**src/rtl/psram_arbiter.sv**
```systemverilog
// Two-port arbiter in front of a single PsramController: gates traffic until the controller
// is idle after power-up, grants one request at a time and returns read data with an ack.
module psram_arbiter #(
  parameter int unsigned ADDR_W     = 22,
  parameter bit          FIXED_PRIO = 1'b0,
  parameter int unsigned TIMEOUT    = 64
) (
  input  logic              clk,
  input  logic              reset,
  input  logic              p0_req,
  input  logic              p0_write,
  input  logic              p0_byte,
  input  logic [ADDR_W-1:0] p0_addr,
  input  logic [15:0]       p0_wdata,
  output logic              p0_ack,
  output logic [15:0]       p0_rdata,
  input  logic              p1_req,
  input  logic              p1_write,
  input  logic              p1_byte,
  input  logic [ADDR_W-1:0] p1_addr,
  input  logic [15:0]       p1_wdata,
  output logic              p1_ack,
  output logic [15:0]       p1_rdata,
  output logic              mem_read,
  output logic              mem_write,
  output logic              mem_byte_write,
  output logic [ADDR_W-1:0] mem_addr,
  output logic [15:0]       mem_din,
  input  logic [15:0]       mem_dout,
  input  logic              mem_busy,
  output logic              ready,
  output logic              error,
  output logic              err_port
);

  typedef enum logic [2:0] {StInit, StIdle, StIssue, StSettle, StWait} state_e;

  localparam logic [7:0] WdLimit = 8'(TIMEOUT - 1);

  state_e            state_q, state_d;
  logic              idle_seen_q, idle_seen_d;
  logic              ready_q, ready_d;
  logic              error_q, error_d;
  logic              err_port_q, err_port_d;
  logic              grant_q, grant_d;
  logic              last_grant_q, last_grant_d;
  logic              write_q, write_d;
  logic              byte_q, byte_d;
  logic [ADDR_W-1:0] addr_q, addr_d;
  logic [15:0]       din_q, din_d;
  logic [7:0]        wd_q, wd_d;
  logic              p0_ack_q, p0_ack_d;
  logic              p1_ack_q, p1_ack_d;
  logic [15:0]       p0_rdata_q, p0_rdata_d;
  logic [15:0]       p1_rdata_q, p1_rdata_d;
  logic              pick;

  always_comb begin
    state_d      = state_q;
    idle_seen_d  = idle_seen_q;
    ready_d      = ready_q;
    error_d      = error_q;
    err_port_d   = err_port_q;
    grant_d      = grant_q;
    last_grant_d = last_grant_q;
    write_d      = write_q;
    byte_d       = byte_q;
    addr_d       = addr_q;
    din_d        = din_q;
    wd_d         = wd_q;
    p0_ack_d     = 1'b0;
    p1_ack_d     = 1'b0;
    p0_rdata_d   = p0_rdata_q;
    p1_rdata_d   = p1_rdata_q;

    if (p0_req && p1_req) begin
      pick = FIXED_PRIO ? 1'b0 : ~last_grant_q;
    end else begin
      pick = p1_req;
    end

    case (state_q)
      StInit: begin
        // Controller counts as initialised after two consecutive idle samples.
        if (!mem_busy) begin
          if (idle_seen_q) begin
            idle_seen_d = 1'b0;
            ready_d     = 1'b1;
            state_d     = StIdle;
          end else begin
            idle_seen_d = 1'b1;
          end
        end else begin
          idle_seen_d = 1'b0;
        end
      end
      StIdle: begin
        if (p0_req || p1_req) begin
          grant_d      = pick;
          last_grant_d = pick;
          write_d      = pick ? p1_write : p0_write;
          byte_d       = pick ? p1_byte  : p0_byte;
          addr_d       = pick ? p1_addr  : p0_addr;
          din_d        = pick ? p1_wdata : p0_wdata;
          state_d      = StIssue;
        end
      end
      StIssue: begin
        wd_d    = 8'd0;
        state_d = StSettle;
      end
      StSettle: begin
        // Controller raises busy one cycle after the pulse, so busy is not trusted here.
        wd_d    = wd_q + 8'd1;
        state_d = StWait;
      end
      StWait: begin
        if (!mem_busy) begin
          if (!write_q) begin
            if (grant_q) p1_rdata_d = mem_dout;
            else         p0_rdata_d = mem_dout;
          end
          p0_ack_d = ~grant_q;
          p1_ack_d = grant_q;
          state_d  = StIdle;
        end else if (wd_q == WdLimit) begin
          error_d     = 1'b1;
          err_port_d  = grant_q;
          p0_ack_d    = ~grant_q;
          p1_ack_d    = grant_q;
          ready_d     = 1'b0;
          idle_seen_d = 1'b0;
          state_d     = StInit;
        end else begin
          wd_d = wd_q + 8'd1;
        end
      end
      default: state_d = StInit;
    endcase
  end

  always_ff @(posedge clk or posedge reset) begin
    if (reset) begin
      state_q      <= StInit;
      idle_seen_q  <= 1'b0;
      ready_q      <= 1'b0;
      error_q      <= 1'b0;
      err_port_q   <= 1'b0;
      grant_q      <= 1'b0;
      last_grant_q <= 1'b1;
      write_q      <= 1'b0;
      byte_q       <= 1'b0;
      addr_q       <= '0;
      din_q        <= 16'd0;
      wd_q         <= 8'd0;
      p0_ack_q     <= 1'b0;
      p1_ack_q     <= 1'b0;
      p0_rdata_q   <= 16'd0;
      p1_rdata_q   <= 16'd0;
    end else begin
      state_q      <= state_d;
      idle_seen_q  <= idle_seen_d;
      ready_q      <= ready_d;
      error_q      <= error_d;
      err_port_q   <= err_port_d;
      grant_q      <= grant_d;
      last_grant_q <= last_grant_d;
      write_q      <= write_d;
      byte_q       <= byte_d;
      addr_q       <= addr_d;
      din_q        <= din_d;
      wd_q         <= wd_d;
      p0_ack_q     <= p0_ack_d;
      p1_ack_q     <= p1_ack_d;
      p0_rdata_q   <= p0_rdata_d;
      p1_rdata_q   <= p1_rdata_d;
    end
  end

  assign mem_read       = (state_q == StIssue) && !write_q;
  assign mem_write      = (state_q == StIssue) && write_q;
  assign mem_byte_write = byte_q;
  assign mem_addr       = addr_q;
  assign mem_din        = din_q;
  assign p0_ack         = p0_ack_q;
  assign p1_ack         = p1_ack_q;
  assign p0_rdata       = p0_rdata_q;
  assign p1_rdata       = p1_rdata_q;
  assign ready          = ready_q;
  assign error          = error_q;
  assign err_port       = err_port_q;

endmodule

```
**config.mk**
```make
export PLATFORM = sky130hd
export DESIGN_NAME = psram_arbiter
export DESIGN_NICKNAME = d
export VERILOG_FILES = /design/src/rtl/psram_arbiter.sv
export SDC_FILE = /design/constraint.sdc
export NUM_CORES = 1
export LEC_CHECK = 0
export CAP_MARGIN = 20
export CELL_PAD_IN_SITES_DETAIL_PLACEMENT = 0
export CELL_PAD_IN_SITES_GLOBAL_PLACEMENT = 1
export CORE_UTILIZATION = 34
export DETAILED_ROUTE_END_ITERATION = 8
export PLACE_DENSITY = 0.87
export SYNTH_ARGS = -nofsm -noshare
export SYNTH_HDL_FRONTEND = slang
export SYNTH_SLANG_ARGS = --single-unit
```
**constraint.sdc**
```tcl
create_clock -name clk -period 6.38 [get_ports clk]
set_input_delay 1.595 -clock clk [delete_from_list [all_inputs] [get_ports clk]]
set_output_delay 1.595 -clock clk [all_outputs]
set_load 0.1 [all_outputs]
```
==> results of run 1 <==
[sequential cells by signal, summed over array words and instances, names as in the netlist, 3 cells and up]
register	count
p1_rdata	16
wd_q	8
p0_rdata	16
mem_din	16
state_q	3
mem_addr	22
[placed cells by master, fill, tap and decap left out, types with 2 or more instances in the layout]
master / count
nor2_1: 54
nand2b_1: 2
nand4_1: 2
and3_1: 3
nand3_1: 2
nor2b_1: 3
clkbuf_16: 9
mux2_2: 25
o21ai_0: 7
a311oi_1: 3
nand4bb_1: 2
a31oi_1: 3
o32a_1: 2
inv_1: 3
inv_6: 4
a22o_1: 2
o22ai_1: 2
a21oi_1: 45
mux2i_1: 42
buf_4: 4
clkdlybuf4s50_1: 178
dfrtp_1: 90
nor3_1: 3
mux2_4: 10
nand2_1: 5
a21boi_0: 2
[final cells by class]
class / instances / area, µm²
clock buffer: 10 / 239
clock inverter: 6 / 76.3
fill: 1029 / 5270
inverter: 4 / 16.3
multi-input combinational: 239 / 1740
sequential: 91 / 2280
tap: 143 / 179
timing repair buffer: 182 / 1810
[through the flow]
step,instances,hold slack [ns],worst slack [ns]
2_1_floorplan,356,0.471,2.06
3_3_place_gp,659,0.449,2.51
3_5_place_dp,659,0.454,2.47
4_1_cts,675,0.471,2.08
5_1_grt,675,0.520,1.94
6_report,675,0.474,2.09
[worst max-delay path: cells and delay by family (launching register included)]
kind / cells / cell delay (ns)
buf+inv: 1 / 1.12
flops: 1 / 0.68
simple gates: 3 / 0.55
[path summary, 6_finish.rpt]
kind	slack [ns]	cells after the start	endpoint	startpoint
setup / recovery	2.09	4	mem_write	state_q[1]
hold / removal	0.47	1	error	error
setup reg to reg	4.03	4	p0_rdata[1]	state_q[1]
hold reg to reg	0.47	1	error	error
max in group asynchronous	3.62	3	mem_addr[13]	reset
min in group asynchronous	1.71	2	wd_q[5]	reset
[cells by family after synthesis]
family,share of synthesized area [%]
buffers and inverters,2.89
adder cells (fa/ha/maj),0.304
flip-flops,55.3
AO/OA/AOI/OAI,10.6
multiplexers,21.0
AND/OR/NAND/NOR,9.93
[layer usage]
layer / global-route usage, % / wire [µm] / part of all wire [%]
met5: 0 / 0 / 0
met4: 8.09 / 151 / 1.5
met3: 4.91 / 725 / 7.1
met2: 28.2 / 5000 / 49
met1: 21.1 / 4370 / 43
==> impl_metrics.env, run 1 <==
export IMPL_diodes=0
export IMPL_insertion_delay_ns=0.35
export IMPL_hpwl_mm=7.56
export IMPL_rows=39
export IMPL_clock_sinks=91
export IMPL_grt_pass1_vias=3377
export IMPL_maxCapViolCount=0
export IMPL_syn_area_per_cell_um2=11.6
export IMPL_fin_util_pct=54.6
export IMPL_port_buffers=178
export IMPL_synth_net_count=458
export IMPL_drt_wirelength_per_cell_um=15.2
export IMPL_syn_area_mm2=0.00412
export IMPL_slowest_delay_ns=1.12
export IMPL_worstPathArrival_ns=2.70
export IMPL_viasPerCell=4.93
export IMPL_ys_warn_count=0
export IMPL_tightest_slew_ns=1.01
export IMPL_relSlewSlack_pct=32.4
export IMPL_fin_crit_sh_pct=67.3
export IMPL_ys_async_sr_fraction_pct=100
export IMPL_finalHoldViolations=0
export IMPL_synthDistinctLibCells=45
export IMPL_syn_to_final_growth_pct=53.9
export IMPL_critPathRequiredTime_ns=4.79
export IMPL_io_pin_count=179
export IMPL_yosysTopAreaCellShare_pct=54.7
export IMPL_drtIter0Drc=142
export IMPL_grt_usage_pct=17.2
export IMPL_grt_max_degree=50
export IMPL_overflow=0
export IMPL_die_h_um=112
export IMPL_htree_levels=3
export IMPL_tritoncts="done"
export IMPL_worstHoldPathType="reg -> reg"
export IMPL_ys_top_cells_by_count="dfrtp_1, nor2_1, a21oi_1"
export IMPL_vias=3327
export IMPL_synth_edf_count=0
export IMPL_rsz0062_at_grt="false"
export IMPL_critPathKind="reg -> out"
export IMPL_ys_ff_latch=91
export IMPL_place_congestion=0.846
export IMPL_cp_cell_sequence="nand2b_1 -> nor2_1 -> and2_1 -> clkdlybuf4s50_1"
export IMPL_drcViolationCount=10
export IMPL_grt_pass1_wl_mm=16.9
export IMPL_worstPathMaxFanout=16
export IMPL_worst_setup_path_start_kind="flip-flop"
export IMPL_placed_area_mm2=0.00602
export IMPL_nNetsFinal=629
export IMPL_postCtsHoldBufs=0
export IMPL_skew_ns=0.00845
export IMPL_initial_core_util_pct=35.5
export IMPL_die_w_um=112
export IMPL_firstDrtPassIters=9
export IMPL_synth_ff_type="dfrtp_1"
export IMPL_finalMaxSlewViolations=0
export IMPL_post_cts_setup_buffers=0
export IMPL_core_area_mm2=0.0116
export IMPL_cts_buffer_depth=2
export IMPL_yosysTopAreaCell="dfrtp_1"
export IMPL_die_area_mm2=0.0126
export IMPL_antenna_found_initial=0
export IMPL_route_antenna_remaining_nets=0
export IMPL_root_buffer="clkbuf_16"
export IMPL_synth_cells=356
export IMPL_violations="DRC"
export IMPL_drt_wl_total_mm=10.2
export IMPL_drive_gt1_share_pct=11.5
export IMPL_synth_top_cells_by_area="dfrtp_1, mux2i_1, mux2_2, a21oi_1, nor2_1"
export IMPL_cts_resized=0
export IMPL_slowest_stage="clkdlybuf4s50_1"
export IMPL_fmax_mhz=233
export IMPL_fin_area_mm2=0.00634
export IMPL_end_kind="output port"
export IMPL_clkTransAtPathRegs_ns=0.07
export IMPL_synthMostInstantiatedCell="dfrtp_1"
export IMPL_tns_ns=0
export IMPL_yosysSeqAreaShare_pct=55.3
export IMPL_setup_viol=0
export IMPL_min_period_ns=4.29
export IMPL_outcome="finished, violations left"
export IMPL_cts_buffers=9
Power of run 1 is not shown: default switching activity piles up to over one toggle a cycle in this logic, so the estimate is an artifact.
==> inputs of run 2 (changes only) <==
CORE_UTILIZATION = 32   (was 34)
PLACE_DENSITY = 0.83   (was 0.87)
clock period = 4.1 ns   (was 6.38 ns; I/O delays follow)
==> impl_metrics.env, run 2 (same netlist as run 1, synthesis figures left out) <==
export IMPL_worst_setup_path_start_kind="flip-flop"
export IMPL_cts_buffers=9
export IMPL_hpwl_mm=7.61
export IMPL_outcome="finished clean"
export IMPL_fin_area_mm2=0.00641
export IMPL_drtIter0Drc=198
export IMPL_io_pin_count=179
export IMPL_end_kind="output port"
export IMPL_worstPathMaxFanout=16
export IMPL_mostFrequentLayoutCell="clkdlybuf4s50_1"
export IMPL_place_congestion=0.824
export IMPL_post_cts_setup_buffers=0
export IMPL_root_buffer="clkbuf_16"
export IMPL_core_area_mm2=0.0126
export IMPL_viasPerCell=4.81
export IMPL_setup_viol=0
export IMPL_fin_crit_sh_pct=72.7
export IMPL_largest_reg_flops=22
export IMPL_relSlewSlack_pct=32.0
export IMPL_nNetsFinal=631
export IMPL_grt_pass1_vias=3386
export IMPL_drive_gt1_share_pct=12.2
export IMPL_placed_area_mm2=0.00610
export IMPL_drt_wirelength_per_cell_um=14.4
export IMPL_vias=3395
export IMPL_initial_core_util_pct=32.8
export IMPL_syn_to_final_growth_pct=55.7
export IMPL_firstDrtPassIters=4
export IMPL_maxCapViolCount=0
export IMPL_worstHoldPathType="reg -> reg"
export IMPL_grt_pass1_wl_mm=16.3
export IMPL_setup_worst_path_start="state_q[1]"
export IMPL_skew_ns=0.00710
export IMPL_reg2reg_from="state_q[1]"
export IMPL_rows=41
export IMPL_finalHoldViolations=0
export IMPL_tightest_slew_ns=1.02
export IMPL_critPathRequiredTime_ns=3.07
export IMPL_htree_levels=3
export IMPL_clkTransAtPathRegs_ns=0.07
export IMPL_clock_sinks=91
export IMPL_die_h_um=115
export IMPL_critPathKind="reg -> out"
export IMPL_die_w_um=115
export IMPL_route_antenna_remaining_nets=0
export IMPL_antenna_found_initial=0
export IMPL_final_cell_mix="clkdlybuf4s50_1, dfrtp_1, nor2_1, a21oi_1, mux2i_1"
export IMPL_n_fill_cell=1120
export IMPL_drcViolationCount=0
export IMPL_grt_max_degree=55
export IMPL_min_from="error"
export IMPL_diodes=0
export IMPL_finalMaxSlewViolations=0
export IMPL_port_buffers=178
export IMPL_tritoncts="done"
export IMPL_postCtsHoldBufs=0
export IMPL_worstPathArrival_ns=1.96
export IMPL_drt_wl_total_mm=10.1
export IMPL_rsz0062_at_grt="false"
export IMPL_min_period_ns=2.98
export IMPL_grt_usage_pct=15.9
export IMPL_cts_resized=0
export IMPL_cts_buffer_depth=2
export IMPL_overflow=0
export IMPL_die_area_mm2=0.0133
export IMPL_tns_ns=0
export IMPL_insertion_delay_ns=0.34
export IMPL_fmax_mhz=335
==> run 2: changes by cell type in the layout (fill, tap and decap cells not counted) <==
cell / previous run / this run
buf_12: 0 / 2
buf_4: 4 / 6
clkdlybuf4s50_1: 178 / 176
clkinv_4: 0 / 1
inv_6: 4 / 3
==> run 2: critical path, stage by stage (launching register included) <==
cell and delay (ns):
dfrtp_1 0.72, nand2b_1 0.19, nor2_1 0.25, and2_1 0.17, buf_4 0.28
==> run 2: final cells by class <==
type,count,area [µm²],share of cell area [%]
Clock inverter,6,76.3,1.19
Tap cell,172,215,3.36
Inverter,4,16.3,0.254
Timing Repair Buffer,184,1850,28.8
Sequential cell,91,2280,35.5
Clock buffer,10,239,3.73
Multi-Input combinational cell,239,1740,27.1
==> run 2: stage by stage <==
stage,utilization (%),hold slack (ns),instances,setup WS [ns]
final,51.0,0.469,706,1.12
after global routing,51.0,0.481,706,0.983
after CTS,51.0,0.472,706,1.13
after floorplan,-,0.471,356,0.348
after global placement,48.5,0.453,690,1.02
after detailed placement,48.5,0.451,690,0.988
==> run 2: layer usage <==
| layer | global-route usage [%] | routed length (µm) | vias to the layer above |
|---|---|---|---|
| met2 | 25.4 | 4790 | 129 |
| met1 | 20.0 | 4340 | 1623 |
| met4 | 7.53 | 229 | 0 |
| li1 | - | - | 1626 |
| met3 | 4.50 | 789 | 17 |
| met5 | 0 | 0 | - |
==> run 2: path summary, 6_finish.rpt <==
kind / to / slack, ns / depth (start not counted)
worst max-delay path: mem_write / 1.12 / 4
worst min-delay path: error / 0.47 / 1
worst max register to register: p0_rdata[1] / 1.72 / 4
worst min register to register: error / 0.47 / 1
max in group asynchronous: p1_rdata[7] / 2.27 / 3
min in group asynchronous: p1_rdata[8] / 1.01 / 2
Power of run 2 is left out for the same reason.
==> inputs of run 3 (changes only) <==
CORE_UTILIZATION = 29   (was 32)
PLACE_DENSITY = 0.79   (was 0.83)
clock period = 2.71 ns   (was 4.1 ns; I/O delays follow)
==> impl_metrics.env, run 3 (same netlist as run 1, synthesis figures left out) <==
export IMPL_fmax_mhz=436
export IMPL_tns_ns=0
export IMPL_clock_sinks=91
export IMPL_route_antenna_remaining_nets=0
export IMPL_hpwl_mm=8.03
export IMPL_r2r_cells=5
export IMPL_vias=3380
export IMPL_fin_crit_sh_pct=84.6
export IMPL_overflow=0
export IMPL_die_area_mm2=0.0147
export IMPL_postCtsHoldBufs=0
export IMPL_post_cts_setup_buffers=0
export IMPL_largest_reg_flops=22
export IMPL_final_cell_mix="clkdlybuf4s50_1, buf_4, dfrtp_1, nor2_1, a21oi_1"
export IMPL_core_area_mm2=0.0139
export IMPL_finalHoldViolations=0
export IMPL_slowest_delay_ns=0.57
export IMPL_slowest_stage="dfrtp_1"
export IMPL_nNetsFinal=644
export IMPL_setup_worst_path_start="state_q[0]"
export IMPL_critPathKind="reg -> out"
export IMPL_grt_max_degree=51
export IMPL_drt_wirelength_per_cell_um=14.4
export IMPL_grt_pass1_vias=3424
export IMPL_io_pin_count=179
export IMPL_min_from="error"
export IMPL_rr_endpoint="p0_rdata[0]"
export IMPL_grt_pass1_wl_mm=16.8
export IMPL_diodes=0
export IMPL_r2r_slack_ns=0.73
export IMPL_drtIter0Drc=134
export IMPL_critPathRequiredTime_ns=2.03
export IMPL_outcome="finished clean"
export IMPL_worstPathMaxFanout=14
export IMPL_drcViolationCount=0
export IMPL_cts_buffer_depth=2
export IMPL_firstDrtPassIters=4
export IMPL_drive_gt1_share_pct=28.3
export IMPL_grt_usage_pct=14.9
export IMPL_min_path_cells=1
export IMPL_insertion_delay_ns=0.34
export IMPL_min_period_ns=2.29
export IMPL_cts_resized=0
export IMPL_cp_cell_sequence="nor2_1 -> and2_1 -> buf_12"
export IMPL_finalMaxSlewViolations=0
export IMPL_clkTransAtPathRegs_ns=0.07
export IMPL_reg2reg_from="state_q[0]"
export IMPL_end_kind="output port"
export IMPL_htree_levels=3
export IMPL_worst_setup_path_start_kind="flip-flop"
export IMPL_worstHoldPathType="reg -> reg"
export IMPL_rows=43
export IMPL_skew_ns=0.00744
export IMPL_die_w_um=121
export IMPL_drt_wl_total_mm=10.5
export IMPL_worstPathArrival_ns=1.62
export IMPL_die_h_um=121
export IMPL_tightest_slew_ns=0.625
export IMPL_relSlewSlack_pct=58.3
export IMPL_initial_core_util_pct=29.7
export IMPL_rsz0062_at_grt="false"
export IMPL_maxCapViolCount=0
export IMPL_place_congestion=0.835
export IMPL_cts_buffers=9
export IMPL_port_buffers=178
export IMPL_whs_endpoint="error"
export IMPL_root_buffer="clkbuf_16"
export IMPL_holdWs_ns=0.482
export IMPL_mostFrequentLayoutCell="clkdlybuf4s50_1"
export IMPL_syn_to_final_growth_pct=54.5
export IMPL_antenna_found_initial=0
export IMPL_viasPerCell=4.65
export IMPL_setup_viol=0
export IMPL_tritoncts="done"
## run 3: cell count changes in the layout (fill, tap and decap cells not counted)
cell / previous run / this run
clkinv_2: 1 / 0
inv_8: 1 / 2
clkdlybuf4s50_1: 176 / 100
nor3_2: 0 / 1
clkinvlp_4: 0 / 1
buf_4: 6 / 93
nor3_1: 3 / 2
inv_6: 3 / 2
buf_12: 2 / 4
## run 3: worst max-delay path by stage
| stage | depth (start not counted) | end |
|---|---|---|
| floorplan | 2 | mem_read |
| global placement | 5 | mem_addr[9] |
| detailed placement | 7 | mem_din[12] |
| CTS | 3 | mem_write |
| global route | 3 | mem_write |
| finish | 3 | mem_write |
## run 3: per-layer routing
| metal | global-route usage [%] | share of wire [%] | vias to the layer above |
|---|---|---|---|
| li1 | - | - | 1644 |
| met1 | 18.2 | 42 | 1596 |
| met2 | 24.9 | 49 | 126 |
| met3 | 3.85 | 7.2 | 14 |
| met4 | 6.17 | 1.6 | 0 |
| met5 | 0 | 0 | - |
## run 3: cell type report
class	instances	area (µm²)
repair buffers	197	1780
multi-input cells	239	1740
fillers	1303	7520
well taps	180	225
flip-flops and latches	91	2280
inverters	4	18.8
clock buffers	10	239
clock inverters	6	78.8
## run 3: worst max-delay path, delay by kind of cell, from the launching register on
| kind | cells | cell delay, ns |
|---|---|---|
| DFF | 1 | 0.57 |
| and+or+nand+nor | 2 | 0.53 |
| buffers and inverters | 1 | 0.18 |
## run 3: through the flow
step	setup slack, ns	util, %	cell area [µm²]	std cells
floorplan	0.174	-	4130	356
global placement	0.308	43.6	6050	711
detailed placement	0.252	43.6	6050	711
CTS	0.393	45.8	6360	727
global route	0.344	45.8	6360	727
finish	0.417	45.8	6360	727
Power of run 3 is left out for the same reason.
